===== config.mk =====
export PLATFORM = sky130hd
export DESIGN_NAME = alu_cmd_ctrl_flat
export DESIGN_NICKNAME = d
export VERILOG_FILES = /design/src/rtl/alu_cmd_ctrl_if.sv /design/src/rtl/alu_cmd_ctrl.sv /design/src/flat_wrapper.sv
export SDC_FILE = /design/constraint.sdc
export NUM_CORES = 1
export LEC_CHECK = 0
export CAP_MARGIN = 20
export CORE_UTILIZATION = 50
export CTS_BUF_LIST = sky130_fd_sc_hd__clkbuf_16
export CTS_CLUSTER_DIAMETER = 50
export DETAILED_ROUTE_END_ITERATION = 16
export PLACE_DENSITY_LB_ADDON = 0.25
export SETUP_SLACK_MARGIN = 0.02
export SYNTH_ARGS = -nofsm -noshare
export SYNTH_HDL_FRONTEND = slang
export SYNTH_SLANG_ARGS = --single-unit

===== constraint.sdc =====
create_clock -name clk -period 4.09 [get_ports clk]
set_input_delay 1.0225 -clock clk [delete_from_list [all_inputs] [get_ports clk]]
set_output_delay 1.0225 -clock clk [all_outputs]
set_load 0.05 [all_outputs]

===== src/rtl/alu_cmd_ctrl_if.sv =====
// Command/ALU/TX bundle for alu_cmd_ctrl. The master side is the controller; the slave side is the RX source, the ALU and the TX sink.
interface alu_cmd_ctrl_if #(
  parameter int DATA_WIDTH = 8,
  parameter int RES_WIDTH  = 16
);
  logic [DATA_WIDTH-1:0] rx_data;
  logic                  rx_valid;
  logic [DATA_WIDTH-1:0] alu_a;
  logic [DATA_WIDTH-1:0] alu_b;
  logic [3:0]            alu_func;
  logic                  alu_en;
  logic [RES_WIDTH-1:0]  alu_result;
  logic                  alu_valid;
  logic [DATA_WIDTH-1:0] tx_data;
  logic                  tx_valid;
  logic                  tx_ready;
  logic                  busy;
  logic                  err;

  modport master (
    input  rx_data, rx_valid, alu_result, alu_valid, tx_ready,
    output alu_a, alu_b, alu_func, alu_en, tx_data, tx_valid, busy, err
  );

  modport slave (
    output rx_data, rx_valid, alu_result, alu_valid, tx_ready,
    input  alu_a, alu_b, alu_func, alu_en, tx_data, tx_valid, busy, err
  );
endinterface


===== src/rtl/alu_cmd_ctrl.sv =====
// Parses CC,A,B,F frames, fires the ALU for one cycle and returns the result low byte first.
// alu_en the cycle after F, tx_valid two cycles later; tx bytes hold until tx_ready.
module alu_cmd_ctrl #(
  parameter int DATA_WIDTH = 8,
  parameter int RES_WIDTH  = 16,
  parameter int TIMEOUT    = 15
) (
  input  logic           clk,
  input  logic           rst,
  alu_cmd_ctrl_if.master bus
);
  localparam logic [DATA_WIDTH-1:0] SYNC_BYTE = DATA_WIDTH'(8'hCC);
  localparam int CW = $clog2(TIMEOUT + 1);

  typedef enum logic [2:0] {
    S_IDLE, S_GET_A, S_GET_B, S_GET_F, S_EXEC, S_WAIT, S_TX_LO, S_TX_HI
  } state_t;

  state_t                state_q;
  logic [DATA_WIDTH-1:0] alu_a_q, alu_b_q, tx_data_q, res_hi_q;
  logic [3:0]            alu_func_q;
  logic                  alu_en_q, tx_valid_q, err_q;
  logic [CW-1:0]         cnt_q;
  logic                  bad_func, overrun;

  assign bad_func = (bus.rx_data[DATA_WIDTH-1:4] != '0) || (bus.rx_data[3:0] == 4'hF);
  // Any byte arriving once the command is committed is dropped and flagged.
  assign overrun  = bus.rx_valid && (state_q inside {S_EXEC, S_WAIT, S_TX_LO, S_TX_HI});

  always_ff @(posedge clk or posedge rst) begin
    if (rst) begin
      state_q    <= S_IDLE;
      alu_a_q    <= '0;
      alu_b_q    <= '0;
      alu_func_q <= '0;
      alu_en_q   <= 1'b0;
      tx_data_q  <= '0;
      tx_valid_q <= 1'b0;
      res_hi_q   <= '0;
      err_q      <= 1'b0;
      cnt_q      <= '0;
    end else begin
      alu_en_q <= 1'b0;
      err_q    <= overrun;
      case (state_q)
        S_IDLE: if (bus.rx_valid && bus.rx_data == SYNC_BYTE) state_q <= S_GET_A;
        S_GET_A: if (bus.rx_valid) begin
          alu_a_q <= bus.rx_data;
          state_q <= S_GET_B;
        end
        S_GET_B: if (bus.rx_valid) begin
          alu_b_q <= bus.rx_data;
          state_q <= S_GET_F;
        end
        S_GET_F: if (bus.rx_valid) begin
          if (bad_func) begin
            err_q   <= 1'b1;
            state_q <= S_IDLE;
          end else begin
            alu_func_q <= bus.rx_data[3:0];
            alu_en_q   <= 1'b1;
            state_q    <= S_EXEC;
          end
        end
        S_EXEC: begin
          cnt_q   <= '0;
          state_q <= S_WAIT;
        end
        S_WAIT: begin
          if (bus.alu_valid) begin
            res_hi_q   <= bus.alu_result[RES_WIDTH-1:DATA_WIDTH];
            tx_data_q  <= bus.alu_result[DATA_WIDTH-1:0];
            tx_valid_q <= 1'b1;
            state_q    <= S_TX_LO;
          end else if (cnt_q == CW'(TIMEOUT - 1)) begin
            // Overrun on this same cycle folds into the same single err pulse.
            err_q   <= 1'b1;
            state_q <= S_IDLE;
          end else begin
            cnt_q <= cnt_q + 1'b1;
          end
        end
        S_TX_LO: if (bus.tx_ready) begin
          tx_data_q <= res_hi_q;
          state_q   <= S_TX_HI;
        end
        S_TX_HI: if (bus.tx_ready) begin
          tx_valid_q <= 1'b0;
          state_q    <= S_IDLE;
        end
        default: state_q <= S_IDLE;
      endcase
    end
  end

  assign bus.alu_a    = alu_a_q;
  assign bus.alu_b    = alu_b_q;
  assign bus.alu_func = alu_func_q;
  assign bus.alu_en   = alu_en_q;
  assign bus.tx_data  = tx_data_q;
  assign bus.tx_valid = tx_valid_q;
  assign bus.busy     = (state_q != S_IDLE);
  assign bus.err      = err_q;
endmodule


===== src/flat_wrapper.sv =====
// flat-port wrapper written by rule: the top's interface ports become plain ports
module alu_cmd_ctrl_flat 
#(
  parameter int DATA_WIDTH = 8,
  parameter int RES_WIDTH  = 16,
  parameter int TIMEOUT    = 15
)
  (clk, rst, bus_rx_data, bus_rx_valid, bus_alu_result, bus_alu_valid, bus_tx_ready, bus_alu_a, bus_alu_b, bus_alu_func, bus_alu_en, bus_tx_data, bus_tx_valid, bus_busy, bus_err);
  alu_cmd_ctrl_if #(.DATA_WIDTH(DATA_WIDTH), .RES_WIDTH(RES_WIDTH)) bus_i ();
  input  logic clk;
  input  logic rst;
  input wire logic [$bits(bus_i.rx_data)-1:0] bus_rx_data;
  input wire logic [$bits(bus_i.rx_valid)-1:0] bus_rx_valid;
  input wire logic [$bits(bus_i.alu_result)-1:0] bus_alu_result;
  input wire logic [$bits(bus_i.alu_valid)-1:0] bus_alu_valid;
  input wire logic [$bits(bus_i.tx_ready)-1:0] bus_tx_ready;
  output wire logic [$bits(bus_i.alu_a)-1:0] bus_alu_a;
  output wire logic [$bits(bus_i.alu_b)-1:0] bus_alu_b;
  output wire logic [$bits(bus_i.alu_func)-1:0] bus_alu_func;
  output wire logic [$bits(bus_i.alu_en)-1:0] bus_alu_en;
  output wire logic [$bits(bus_i.tx_data)-1:0] bus_tx_data;
  output wire logic [$bits(bus_i.tx_valid)-1:0] bus_tx_valid;
  output wire logic [$bits(bus_i.busy)-1:0] bus_busy;
  output wire logic [$bits(bus_i.err)-1:0] bus_err;
  assign bus_i.rx_data = bus_rx_data;
  assign bus_i.rx_valid = bus_rx_valid;
  assign bus_i.alu_result = bus_alu_result;
  assign bus_i.alu_valid = bus_alu_valid;
  assign bus_i.tx_ready = bus_tx_ready;
  assign bus_alu_a = bus_i.alu_a;
  assign bus_alu_b = bus_i.alu_b;
  assign bus_alu_func = bus_i.alu_func;
  assign bus_alu_en = bus_i.alu_en;
  assign bus_tx_data = bus_i.tx_data;
  assign bus_tx_valid = bus_i.tx_valid;
  assign bus_busy = bus_i.busy;
  assign bus_err = bus_i.err;
  alu_cmd_ctrl #(.DATA_WIDTH(DATA_WIDTH), .RES_WIDTH(RES_WIDTH), .TIMEOUT(TIMEOUT)) u_core (.clk(clk), .rst(rst), .bus(bus_i));
endmodule

==> impl_results.md <==
- Synth area leaders: dfrtp_1 (56%), mux2_2 (11%), mux2i_1 (3.9%)
- Period Utilization, post-route: between 70% and 80%
- Hold Path Origin: u_core.bus.tx_data[2]$_DFFE_PP0P_
- Die X: between 60 and 70 um
- Yosys top cell area share: between 50% and 60%
- Initial Utilization: roughly 54%
- Worst path max stage delay: ~0.72 ns
- R2r worst-path depth: 3
- Critical Path RT: around 3.1 ns
- HPWL Detailed: 3216 um
- First-pass DRT Iterations: 4
- CTS tree: yes
- Min-Delay Path Depth: 2
- Syn nets: around 200
- Detail Route Antenna Nets: 0
- GPL Wtd Cong: roughly 0.78
- Hold-fix buffers at CTS: 0
- Synth Warn #: 0
- Critical Path, Cell by Cell: or3_1, clkdlybuf4s50_1
- Number of global-route vias before repair: ~1,600
- Slew Viols, Final: 0
- Root buffer cell: clkbuf_16
- Clock sinks: 46
- Worst r2r dst: u_core.bus.tx_data[5]$_DFFE_PP0P_
- Via count: approximately 1,500
- RSZ-0062 raised after global routing: no
- Largest area contributor in the netlist: dfrtp_1
- Mapped Area: between 2000 and 2500 um2
- Site Rows: 22
- Core area: between 3000 and 4000 um2
- Slew Limit Headroom: approximately a third
- Top-Level Pins: 61
- FF+latch count, synth: 46
- Post-CTS Setup Inserts: 0
- Fraction of final layout cells with drive strength greater than 1: 17.11%
- Global-route wire length before repair: between 7000 and 8000 um
- H-tree levels: 2
- Crit. End Element: output pin
- Vert. Die Dim: 66.26 um
- Worst Path Arrival: between 2 and 2.5 ns
- Sequential-to-total area share from yosys stat: about 56%
- Reg2Reg Setup Slack: roughly 2.0 ns
- FF+latch area: roughly 1200 um2
- Clk_skew: around 0.0043 ns
- Max cap viols: 0
- Worst hold path type: flip-flop to flip-flop
- Commonest non-fill, non-tap cell in the layout: clkdlybuf4s50_1
- PwrDens: 805.8 nW/um2
- Number of synthesized flops with an enable pin: 0
- VDD IR max: about 0.56 mV
- Top FF cell, synth: dfrtp_1
- Synth-to-Final Area Change: 39.94%
- Placed cells: 268
- Final Net Count: 258
- Setup TNS: 0 ns
- Commonest cells after routing, fill and taps aside: clkdlybuf4s50_1 (60), dfrtp_1 (46), mux2_2 (21)
- Synth Instances: between 150 and 200
- Status: finished clean
- Initial antenna violation count: 0
- Via-to-Cell Ratio: 5.460
- Final Setup Violations: 0
- Gr usage total: 24.20%
- Critical Setup Path Class: flip-flop to output pin
- CP max stage cell: clkdlybuf4s50_1
- Fmax: approximately 330 MHz
- Gr ovfl total: 0
- Number of DRC markers in iteration 0: 50
- Leakage Power: 0.001338 uW
- WL/cell: 17.03 um
- Residual DRC count: 0
- Endpoint, Worst Hold: u_core.bus.tx_data[2]$_DFFE_PP0P_
- Cell variety after synth: 38
- Largest net degree at the start of global routing: 47
- Port Buffer Count: 60
- Routed wire length: roughly 4700 um
- Syn Area/Cell: 12.44 um2
- Area of the multi-input gates: between 800 and 900 um2
- Post-CTS Resized: 0
- Clock buffer count from CTS: 5
- RR Startpoint: u_core.state_q[0]$_DFFE_PP0P_
- Clock transition at path regs: 0.06 ns
- Post-synth ARST share: 100.0%
- Layout Cells excl Fill: about 280
- Clk_lat worst skew: 0.28 ns
- ANT cells: 0
- Critical Path Fanout Max: 14
- Final hold vios: 0
- Final period demand of the worst path: ~3.0 ns
- Worst-Margin Slew: slightly below 1 ns
- Fill cell count: approximately 230
- Startpoint Class: flip-flop
- Die ar.: ~4400 um2
- Max Root-Sink Buffers: 2
==> worst max-delay path, delay by kind of cell (launching register included) <==
family / cells / cell delay [ns]
DFF: 1 / 0.54
and+or+nand+nor: 1 / 0.47
buffers and inverters: 1 / 0.72
==> power by group <==
group	internal, uW	leakage, uW	switching [uW]
Sequential	618	0.000594	132
Combinational	408	0.000651	659
Clock	350	0.0000940	160
Total	1380	0.00134	951
==> state kept, by name (all words and copies together), names as in the netlist <==
signal	count
u_core.bus.alu_a	8
u_core.bus.alu_b	8
u_core.bus.alu_en	1
u_core.bus.alu_func	4
u_core.bus.err	1
u_core.bus.tx_data	8
u_core.bus.tx_valid	1
u_core.cnt_q	4
u_core.res_hi_q	8
u_core.state_q	3
==> worst max-delay path by stage <==
stage                                       start                            endpoint  slack (ns)  cells after the start
floorplan                          bus_rx_data[5]  u_core.bus.alu_func[0]$_DFFE_PP0P_        1.81                      5
global route        u_core.state_q[0]$_DFFE_PP0P_                            bus_busy         1.0                      2
global placement                   bus_rx_data[5]  u_core.bus.alu_func[1]$_DFFE_PP0P_        1.26                      5
detailed placement                  bus_alu_valid   u_core.bus.tx_data[5]$_DFFE_PP0P_        1.18                      4
CTS                 u_core.state_q[0]$_DFFE_PP0P_                            bus_busy        1.05                      2
finish              u_core.state_q[0]$_DFFE_PP0P_                            bus_busy        1.06                      2
==> metal layers <==
| metal | global-route usage, % | up-vias | wire length (um) |
|---|---|---|---|
| li1 | - | 711 | - |
| met4 | 12.23 | 0 | 93 |
| met3 | 4.483 | 8 | 194 |
| met1 | 29.98 | 747 | 1980 |
| met5 | 0 | - | 0 |
| met2 | 40.31 | 41 | 2431 |
==> final cells by class <==
cell class,count,area share [%]
flip-flops and latches,46,39.84
well taps,48,2.079
multi-input cells,108,29.67
clock buffers,5,4.331
clock inverters,3,2.382
repair buffers,61,21.05
inverters,5,0.6496
==> synthesized netlist by cell type (all sizes together), types with 3 or more instances <==
library cell	count
nand2	14
inv	5
dfrtp	46
clkbuf	3
nor2	6
nand3	7
mux2	28
buf	4
mux2i	8
o21ai	15
==> kinds of logic (layout without fill, tap and decap cells) <==
group	after synthesis	after routing	share of synthesized area [%]
compound gates	25	25	7.394
xor+xnor	3	3	1.273
fa+ha+maj	2	2	1.212
buf+inv	12	74	2.727
flops	46	46	55.76
mux	36	36	19.88
simple gates	42	42	11.76
==> metrics by stage <==
step / total power (uW) / worst slack [ns] / cell area (um2) / hold slack [ns] / utilization, %
finish: 2328 / 1.059 / 2889 / 0.4833 / 76.05
global route: 2428 / 0.9989 / 2889 / 0.5181 / 76.05
CTS: 2346 / 1.052 / 2889 / 0.4863 / 76.05
detailed placement: 1821 / 1.182 / 2695 / 0.4730 / 70.95
global placement: 1786 / 1.256 / 2695 / 0.4613 / 70.95
floorplan: 1449 / 1.809 / 2064 / 0.4635 / -
Power figures use the tool's default switching activity.
